--- src/rtl/fifo_rd_stream_if.sv ---
// Bundle of the FIFO pop side and the downstream valid/ready stream.
// The adapter uses the master modport; the FIFO/consumer side uses slave.
interface fifo_rd_stream_if #(
    parameter int WIDTH = 32,
    parameter int CW    = 2
);
    logic             fifo_empty;
    logic [WIDTH-1:0] fifo_rd_data;
    logic             fifo_rd_en;
    logic [WIDTH-1:0] m_data;
    logic             m_valid;
    logic             m_ready;
    logic [CW-1:0]    level;

    modport master (
        input  fifo_empty, fifo_rd_data, m_ready,
        output fifo_rd_en, m_data, m_valid, level
    );

    modport slave (
        output fifo_empty, fifo_rd_data, m_ready,
        input  fifo_rd_en, m_data, m_valid, level
    );
endinterface

--- src/rtl/fifo_rd_stream.sv ---
// Reader-side adapter: pops a registered-read FIFO and re-presents the words
// as a valid/ready stream through a credit-controlled skid buffer. Pops are
// decided from registered occupancy only, so m_ready never reaches fifo_rd_en
// combinationally.
module fifo_rd_stream #(
    parameter int WIDTH  = 32,
    parameter int RD_LAT = 1,
    parameter int DEPTH  = RD_LAT + 2,
    parameter int CW     = $clog2(DEPTH + 1)
) (
    input logic              clk,
    input logic              rst,
    fifo_rd_stream_if.master bus
);
    localparam int            PW       = (DEPTH > 1) ? $clog2(DEPTH) : 1;
    localparam logic [CW:0]   DEPTH_C  = (CW+1)'(DEPTH);
    localparam logic [PW-1:0] LAST_PTR = PW'(DEPTH - 1);

    logic [WIDTH-1:0]  mem [DEPTH];
    logic [RD_LAT-1:0] vld_p;
    logic [CW-1:0]     count;
    logic [PW-1:0]     wr_ptr;
    logic [PW-1:0]     rd_ptr;
    logic [CW:0]       occ;
    logic              capture;
    logic              xfer;
    logic              m_valid_c;

    // Credits in use: words held plus words still travelling through the FIFO read pipe.
    always_comb begin
        occ = {1'b0, count};
        for (int i = 0; i < RD_LAT; i++) begin
            occ = occ + (CW+1)'(vld_p[i]);
        end
    end

    // Pop decision and stream outputs, all from registered state; data is forced to zero while empty.
    always_comb begin
        m_valid_c      = (count != '0);
        capture        = vld_p[RD_LAT-1];
        xfer           = m_valid_c && bus.m_ready;
        bus.fifo_rd_en = !rst && !bus.fifo_empty && (occ < DEPTH_C);
        bus.m_valid    = m_valid_c;
        bus.m_data     = m_valid_c ? mem[rd_ptr] : '0;
        bus.level      = count;
    end

    // Control state: in-flight pipe, pointers (explicit wrap for any DEPTH) and occupancy.
    always_ff @(posedge clk) begin
        if (rst) begin
            vld_p  <= '0;
            count  <= '0;
            wr_ptr <= '0;
            rd_ptr <= '0;
        end else begin
            vld_p[0] <= bus.fifo_rd_en;
            for (int k = 1; k < RD_LAT; k++) begin
                vld_p[k] <= vld_p[k-1];
            end
            if (capture) begin
                wr_ptr <= (wr_ptr == LAST_PTR) ? '0 : wr_ptr + 1'b1;
            end
            if (xfer) begin
                rd_ptr <= (rd_ptr == LAST_PTR) ? '0 : rd_ptr + 1'b1;
            end
            count <= count + CW'(capture) - CW'(xfer);
        end
    end

    // Skid buffer storage: capture the popped word when it lands on the read port.
    always_ff @(posedge clk) begin
        if (capture) begin
            mem[wr_ptr] <= bus.fifo_rd_data;
        end
    end
endmodule

--- src/flat_wrapper.sv ---
// flat-port wrapper written by rule: the top's interface ports become plain ports
module fifo_rd_stream_flat 
#(
    parameter int WIDTH  = 32,
    parameter int RD_LAT = 1,
    parameter int DEPTH  = RD_LAT + 2,
    parameter int CW     = $clog2(DEPTH + 1)
)
  (clk, rst, bus_fifo_empty, bus_fifo_rd_data, bus_m_ready, bus_fifo_rd_en, bus_m_data, bus_m_valid, bus_level);
  fifo_rd_stream_if #(.WIDTH(WIDTH), .CW(CW)) bus_i ();
  input logic clk;
  input logic rst;
  input wire logic [$bits(bus_i.fifo_empty)-1:0] bus_fifo_empty;
  input wire logic [$bits(bus_i.fifo_rd_data)-1:0] bus_fifo_rd_data;
  input wire logic [$bits(bus_i.m_ready)-1:0] bus_m_ready;
  output wire logic [$bits(bus_i.fifo_rd_en)-1:0] bus_fifo_rd_en;
  output wire logic [$bits(bus_i.m_data)-1:0] bus_m_data;
  output wire logic [$bits(bus_i.m_valid)-1:0] bus_m_valid;
  output wire logic [$bits(bus_i.level)-1:0] bus_level;
  assign bus_i.fifo_empty = bus_fifo_empty;
  assign bus_i.fifo_rd_data = bus_fifo_rd_data;
  assign bus_i.m_ready = bus_m_ready;
  assign bus_fifo_rd_en = bus_i.fifo_rd_en;
  assign bus_m_data = bus_i.m_data;
  assign bus_m_valid = bus_i.m_valid;
  assign bus_level = bus_i.level;
  fifo_rd_stream #(.WIDTH(WIDTH), .RD_LAT(RD_LAT), .DEPTH(DEPTH), .CW(CW)) u_core (.clk(clk), .rst(rst), .bus(bus_i));
endmodule
--- config.mk ---
export PLATFORM = sky130hd
export DESIGN_NAME = fifo_rd_stream_flat
export DESIGN_NICKNAME = d
export VERILOG_FILES = /design/src/rtl/fifo_rd_stream_if.sv /design/src/rtl/fifo_rd_stream.sv /design/src/flat_wrapper.sv
export SDC_FILE = /design/constraint.sdc
export NUM_CORES = 1
export LEC_CHECK = 0
export ABC_AREA = 1
export BUFFER_PORTS_ARGS = -buffer_cell sky130_fd_sc_hd__buf_4
export CAP_MARGIN = 20
export CORE_MARGIN = 8
export CORE_UTILIZATION = 30
export DETAILED_ROUTE_END_ITERATION = 8
export PLACE_DENSITY = 0.51
export SYNTH_ARGS = -nofsm -noshare
export SYNTH_HDL_FRONTEND = slang
export SYNTH_SLANG_ARGS = --single-unit
--- constraint.sdc ---
create_clock -name clk -period 4.05 [get_ports clk]
set_input_delay 0.2025 -clock clk [delete_from_list [all_inputs] [get_ports clk]]
set_output_delay 0.2025 -clock clk [all_outputs]
set_load 0.01 [all_outputs]
==> flow_metrics.env, run 1 <==
export IMPL_crit_fanout=34
export IMPL_p_leak_nw=2.42
export IMPL_yosysWarnings=0
export IMPL_synth_edf_count=96
export IMPL_fillers=1462
export IMPL_hold_class="in2reg"
export IMPL_worst_pin_slew_ns=0.973
export IMPL_peakVddDrop_uv=214
export IMPL_avgSynthCellArea_um2=11.3
export IMPL_vias_per_cell=4.19
export IMPL_cts_buffers=9
export IMPL_clk_pin_slew_worst_paths_ns=0.07
export IMPL_port_buffers=71
export IMPL_fin_tns_setup_ns=0
export IMPL_drt_initial_drc_count=124
export IMPL_vias=2713
export IMPL_diodes=0
export IMPL_die_h_um=137
export IMPL_path_delay_family="simple AND/OR/NAND/NOR gates"
export IMPL_synth_flop_cell="edfxtp_1"
export IMPL_switchingPower_mw=0.478
export IMPL_nets=498
export IMPL_syn_nets=430
export IMPL_dp_hpwl_mm=5.64
export IMPL_ant_nets=0
export IMPL_p_clk_frac=0.403
export IMPL_ys_seq_area_frac=0.693
export IMPL_outcome="finished, final reports clean"
export IMPL_min_period_ns=2.16
export IMPL_holdBufCountCts=0
export IMPL_root_buffer="clkbuf_16"
export IMPL_start_util=0.305
export IMPL_core_area_um2=14500
export IMPL_layout_common_cells="inv_1 (105), edfxtp_1 (96), buf_4 (72)"
export IMPL_crit_path_end_kind="primary output"
export IMPL_combPwrFrac=0.079
export IMPL_worstSetupPathType="reg2out"
export IMPL_hold_violations=0
export IMPL_overflow=0
export IMPL_grt_pass1_wl_mm=14.2
export IMPL_cts_setup_buffers=0
export IMPL_rows=44
export IMPL_critPathSlowestCell="nor2_4"
export IMPL_layout_drive_gt1_share=0.207
export IMPL_rsz0062_at_grt="false"
export IMPL_arrival_ns=1.95
export IMPL_first_pass_iters=4
export IMPL_layout_commonest_cell="inv_1"
export IMPL_cts_resized=0
export IMPL_whs_path_depth=1
export IMPL_synth_cell_types=21
export IMPL_maxCapViolations=0
export IMPL_setup_viol=0
export IMPL_clock_skew_ns=0.00578
export IMPL_drc=0
export IMPL_fmaxAchievable_mhz=464
export IMPL_grt_pass1_vias=2770
export IMPL_grt_max_degree=65
export IMPL_crit_cells=5
export IMPL_insertion_delay_ns=0.34
export IMPL_path_cells="nor2_4 -> a21oi_1 -> o21ai_1 -> inv_1 -> buf_4"
export IMPL_fp_dieW_um=137
export IMPL_cpPeakStageDelay_ns=0.76
export IMPL_power_frac_seq=0.518
export IMPL_period_share=0.532
export IMPL_die_area_um2=18900
export IMPL_slew_headroom=0.350
export IMPL_htreeDepth=3
export IMPL_synth_area_um2=4420
export IMPL_power_density_nw_per_um2=439
export IMPL_gp_congestion=0.648
export IMPL_intPower_mw=1.90
export IMPL_p_sw_frac=0.201
export IMPL_r2r_cells=4
export IMPL_wirelength_mm=8.90
export IMPL_syn_to_final_growth_pct=22.5
export IMPL_critical_path_buf_inv_count=2
export IMPL_clk_path_buf_depth=2
export IMPL_utilization=0.374
export IMPL_cp_start_kind="flip-flop"
export IMPL_tritoncts="done"
export IMPL_drv_slew=0
export IMPL_track_usage=0.0990
export IMPL_async_flop_share=0
export IMPL_antenna_found_initial=0
export IMPL_cts_sinks=105
export IMPL_wire_per_inst_um=13.7
export IMPL_io_pins=72
export IMPL_ys_ff_latch=105
export IMPL_syn_inst=391
export IMPL_cp_required_ns=3.85
[cells in the mapped netlist, types with 2 or more instances]
| cell | number | area (um^2) |
|---|---|---|
| a21boi_0 | 2 | 15.0 |
| o21ai_1 | 30 | 150 |
| buf_2 | 2 | 10.0 |
| clkbuf_2 | 3 | 15.0 |
| buf_6 | 9 | 101 |
| nor3_1 | 2 | 10.0 |
| clkbuf_8 | 2 | 27.5 |
| ha_1 | 3 | 37.5 |
| edfxtp_1 | 96 | 2880 |
| nand2_1 | 40 | 150 |
| o21ai_0 | 35 | 175 |
| nor2_1 | 8 | 30.0 |
| a21oi_1 | 34 | 170 |
| nand3_1 | 4 | 20.0 |
| inv_1 | 107 | 402 |
| dfxtp_1 | 9 | 180 |
[logic make-up after synthesis]
kind of cell,count (synthesis),share of synthesized area
buf+inv,124,0.127
flops,105,0.693
compound gates,102,0.118
simple gates,57,0.0530
fa+ha+maj,3,0.00850
[metrics by stage]
stage,cells,worst slack (ns),area [um^2],total power [mW],hold slack (ns)
2_1_floorplan,391,0.940,4420,1.36,0.272
3_3_place_gp,630,2.11,5030,1.44,0.396
3_5_place_dp,631,2.11,5050,1.45,0.401
4_1_cts,647,1.74,5390,2.40,0.0400
5_1_grt,648,1.68,5410,2.47,0.0336
6_report,648,1.89,5410,2.37,0.0532
[path summary, 6_finish.rpt]
check | start | endpoint | slack [ns]
max | u_core.bus.level[1] | bus_m_data[1] | 1.89
min | bus_fifo_rd_data[3] | u_core.mem[2][3] | 0.05
max reg2reg | u_core.bus.level[1] | flip-flop | 2.44
min reg2reg | u_core.wr_ptr[1] | u_core.wr_ptr[1] | 0.47
[power by group through the flow]
stage                     clock network, mW  registers (mW)  logic (mW)
after floorplan                           0            1.25       0.112
after detailed placement                  0            1.26       0.184
after global routing                   1.02            1.23       0.213
final                                 0.957            1.23       0.187
after global placement                    0            1.27       0.172
after CTS                             0.980            1.24       0.185
[sequential cells by signal (all words and copies together) (netlist names), named ones only]
register / flops
u_core.mem: 96
u_core.capture: 1
u_core.wr_ptr: 2
u_core.rd_ptr: 2
u_core.bus.level: 2
[worst reg2reg max path: stages (launching register included)]
cell and delay (ns):
dfxtp_1 0.38, nor2_4 0.76, nor2_2 0.12, nor2_1 0.18, nor2_1 0.07
[metal layers]
layer	vias up	global-route usage	share of wire
li1	1403	-	-
met1	1249	0.112	0.44
met2	53	0.169	0.50
met3	8	0.0325	0.053
met4	0	0.0392	0.013
met5	-	0	0
[final cells by class]
cell class / count / area [um^2] / area share
well taps: 184 / 230 / 0.0426
clock buffers: 10 / 229 / 0.0423
multi-input cells: 162 / 796 / 0.147
repair buffers: 74 / 581 / 0.107
inverters: 107 / 402 / 0.0743
flip-flops and latches: 105 / 3070 / 0.567
clock inverters: 6 / 106 / 0.0197
Power figures use the tool's default switching activity.
==> run 2: changes to the inputs <==
--- a/config.mk
+++ b/config.mk
@@ -11,7 +11,7 @@
 export CORE_MARGIN = 8
 export CORE_UTILIZATION = 30
 export DETAILED_ROUTE_END_ITERATION = 8
-export PLACE_DENSITY = 0.51
+export PLACE_DENSITY = 0.52
 export SYNTH_ARGS = -nofsm -noshare
 export SYNTH_HDL_FRONTEND = slang
 export SYNTH_SLANG_ARGS = --single-unit
==> constraint.sdc (replaced) <==
create_clock -name clk -period 1.9 [get_ports clk]
set_input_delay 0.095 -clock clk [delete_from_list [all_inputs] [get_ports clk]]
set_output_delay 0.095 -clock clk [all_outputs]
set_load 0.01 [all_outputs]
==> flow_metrics.env, run 2 (synthesis gave the netlist of run 1 again) <==
export IMPL_nets=539
export IMPL_tritoncts="done"
export IMPL_diodes=0
export IMPL_layout_common_cells="inv_1 (105), edfxtp_1 (96), buf_4 (80)"
export IMPL_core_area_um2=14500
export IMPL_gp_congestion=0.720
export IMPL_drc=0
export IMPL_whs_path_depth=3
export IMPL_crit_path_end_kind="primary output"
export IMPL_hold_ws_ns=0.0367
export IMPL_hold_class="in2reg"
export IMPL_htreeDepth=3
export IMPL_start_util=0.305
export IMPL_maxCapViolations=0
export IMPL_regArea_um2=3070
export IMPL_fmaxAchievable_mhz=584
export IMPL_first_pass_iters=6
export IMPL_wirelength_mm=8.88
export IMPL_worst_pin_slew_ns=0.370
export IMPL_fp_dieW_um=137
export IMPL_hold_violations=0
export IMPL_insertion_delay_ns=0.34
export IMPL_p_clk_frac=0.347
export IMPL_period_share=0.901
export IMPL_cp_start_kind="flip-flop"
export IMPL_vias=2881
export IMPL_slew_headroom=0.753
export IMPL_antenna_found_initial=0
export IMPL_fin_tns_setup_ns=0
export IMPL_clk_pin_slew_worst_paths_ns=0.06
export IMPL_track_usage=0.0969
export IMPL_vias_per_cell=4.19
export IMPL_outcome="finished, final reports clean"
export IMPL_rows=44
export IMPL_wire_per_inst_um=12.9
export IMPL_post_place_ws_ns=0.522
export IMPL_multi_input_area_um2=802
export IMPL_clock_skew_ns=0.00432
export IMPL_cts_resized=0
export IMPL_arrival_ns=1.62
export IMPL_power_density_nw_per_um2=825
export IMPL_crit_fanout=4
export IMPL_p_sw_frac=0.219
export IMPL_worstSetupPathType="reg2out"
export IMPL_cts_buffers=9
export IMPL_peakVddDrop_uv=367
export IMPL_regMostFlops="u_core.mem"
export IMPL_cts_sinks=105
export IMPL_layout_setup_ws_ns=0.189
export IMPL_clk_path_buf_depth=2
export IMPL_grt_pass1_wl_mm=13.9
export IMPL_drv_slew=0
export IMPL_layout_commonest_cell="inv_1"
export IMPL_setup_viol=0
export IMPL_port_buffers=71
export IMPL_cts_setup_buffers=0
export IMPL_largest_reg_flops=96
export IMPL_ant_nets=0
export IMPL_intPower_mw=3.69
export IMPL_die_area_um2=18900
export IMPL_drt_initial_drc_count=153
export IMPL_grt_pass1_vias=2837
export IMPL_root_buffer="clkbuf_16"
export IMPL_dp_hpwl_mm=5.73
export IMPL_power_frac_seq=0.553
export IMPL_syn_to_final_growth_pct=29.6
export IMPL_p_leak_nw=2.56
export IMPL_io_pins=72
export IMPL_die_h_um=137
export IMPL_r2r_cells=3
export IMPL_overflow=0
export IMPL_switchingPower_mw=1.03
export IMPL_grt_max_degree=37
export IMPL_rsz0062_at_grt="false"
export IMPL_min_period_ns=1.71
export IMPL_combPwrFrac=0.100
export IMPL_layout_drive_gt1_share=0.202
export IMPL_cp_required_ns=1.80
export IMPL_fillers=1431
==> run 2: critical path: stages, from the launching register on <==
cell and delay [ns]:
dfxtp_1 0.36, ha_1 0.21, ha_1 0.18, nor3_1 0.17, a21boi_0 0.21, buf_4 0.15
==> run 2: final timing paths <==
path                            slack, ns                 from                 to
worst max-delay path                 0.19  u_core.bus.level[0]     bus_fifo_rd_en
worst min register to register       0.48     u_core.wr_ptr[1]   u_core.wr_ptr[1]
worst min-delay path                 0.04       bus_fifo_empty     u_core.capture
worst max register to register       0.56       u_core.capture  u_core.mem[2][26]
==> run 2: routing by layer <==
layer | routed length, um | track usage
met5 | 0 | 0
met4 | 131 | 0.0416
met3 | 481 | 0.0321
met2 | 4360 | 0.162
met1 | 3910 | 0.112
==> run 2: power groups by stage <==
stage / registers, mW / logic [mW] / clock network [mW]
CTS: 2.61 / 0.488 / 1.71
detailed placement: 2.66 / 0.432 / 0
global route: 2.62 / 0.534 / 1.78
finish: 2.61 / 0.474 / 1.64
global placement: 2.66 / 0.425 / 0
floorplan: 2.66 / 0.239 / 0
==> run 2: per-stage QoR <==
stage / util / cells / total power, mW / area (um^2)
finish: 0.395 / 688 / 4.72 / 5730
floorplan: - / 391 / 2.89 / 4430
global route: 0.395 / 688 / 4.92 / 5730
CTS: 0.395 / 688 / 4.81 / 5730
global placement: 0.355 / 640 / 3.09 / 5140
detailed placement: 0.355 / 640 / 3.09 / 5140
==> run 2: area by class of cell <==
type,instances,area share
Tap cell,184,0.0402
Clock inverter,3,0.00328
Timing Repair Buffer,115,0.170
Multi-Input combinational cell,162,0.140
Inverter,107,0.0701
Sequential cell,105,0.535
Clock buffer,12,0.0413
==> run 2: timing repair <==
action	CTS	global route
hold endpoints to repair	99	0
setup endpoints to repair	0	0
hold buffers	33	0
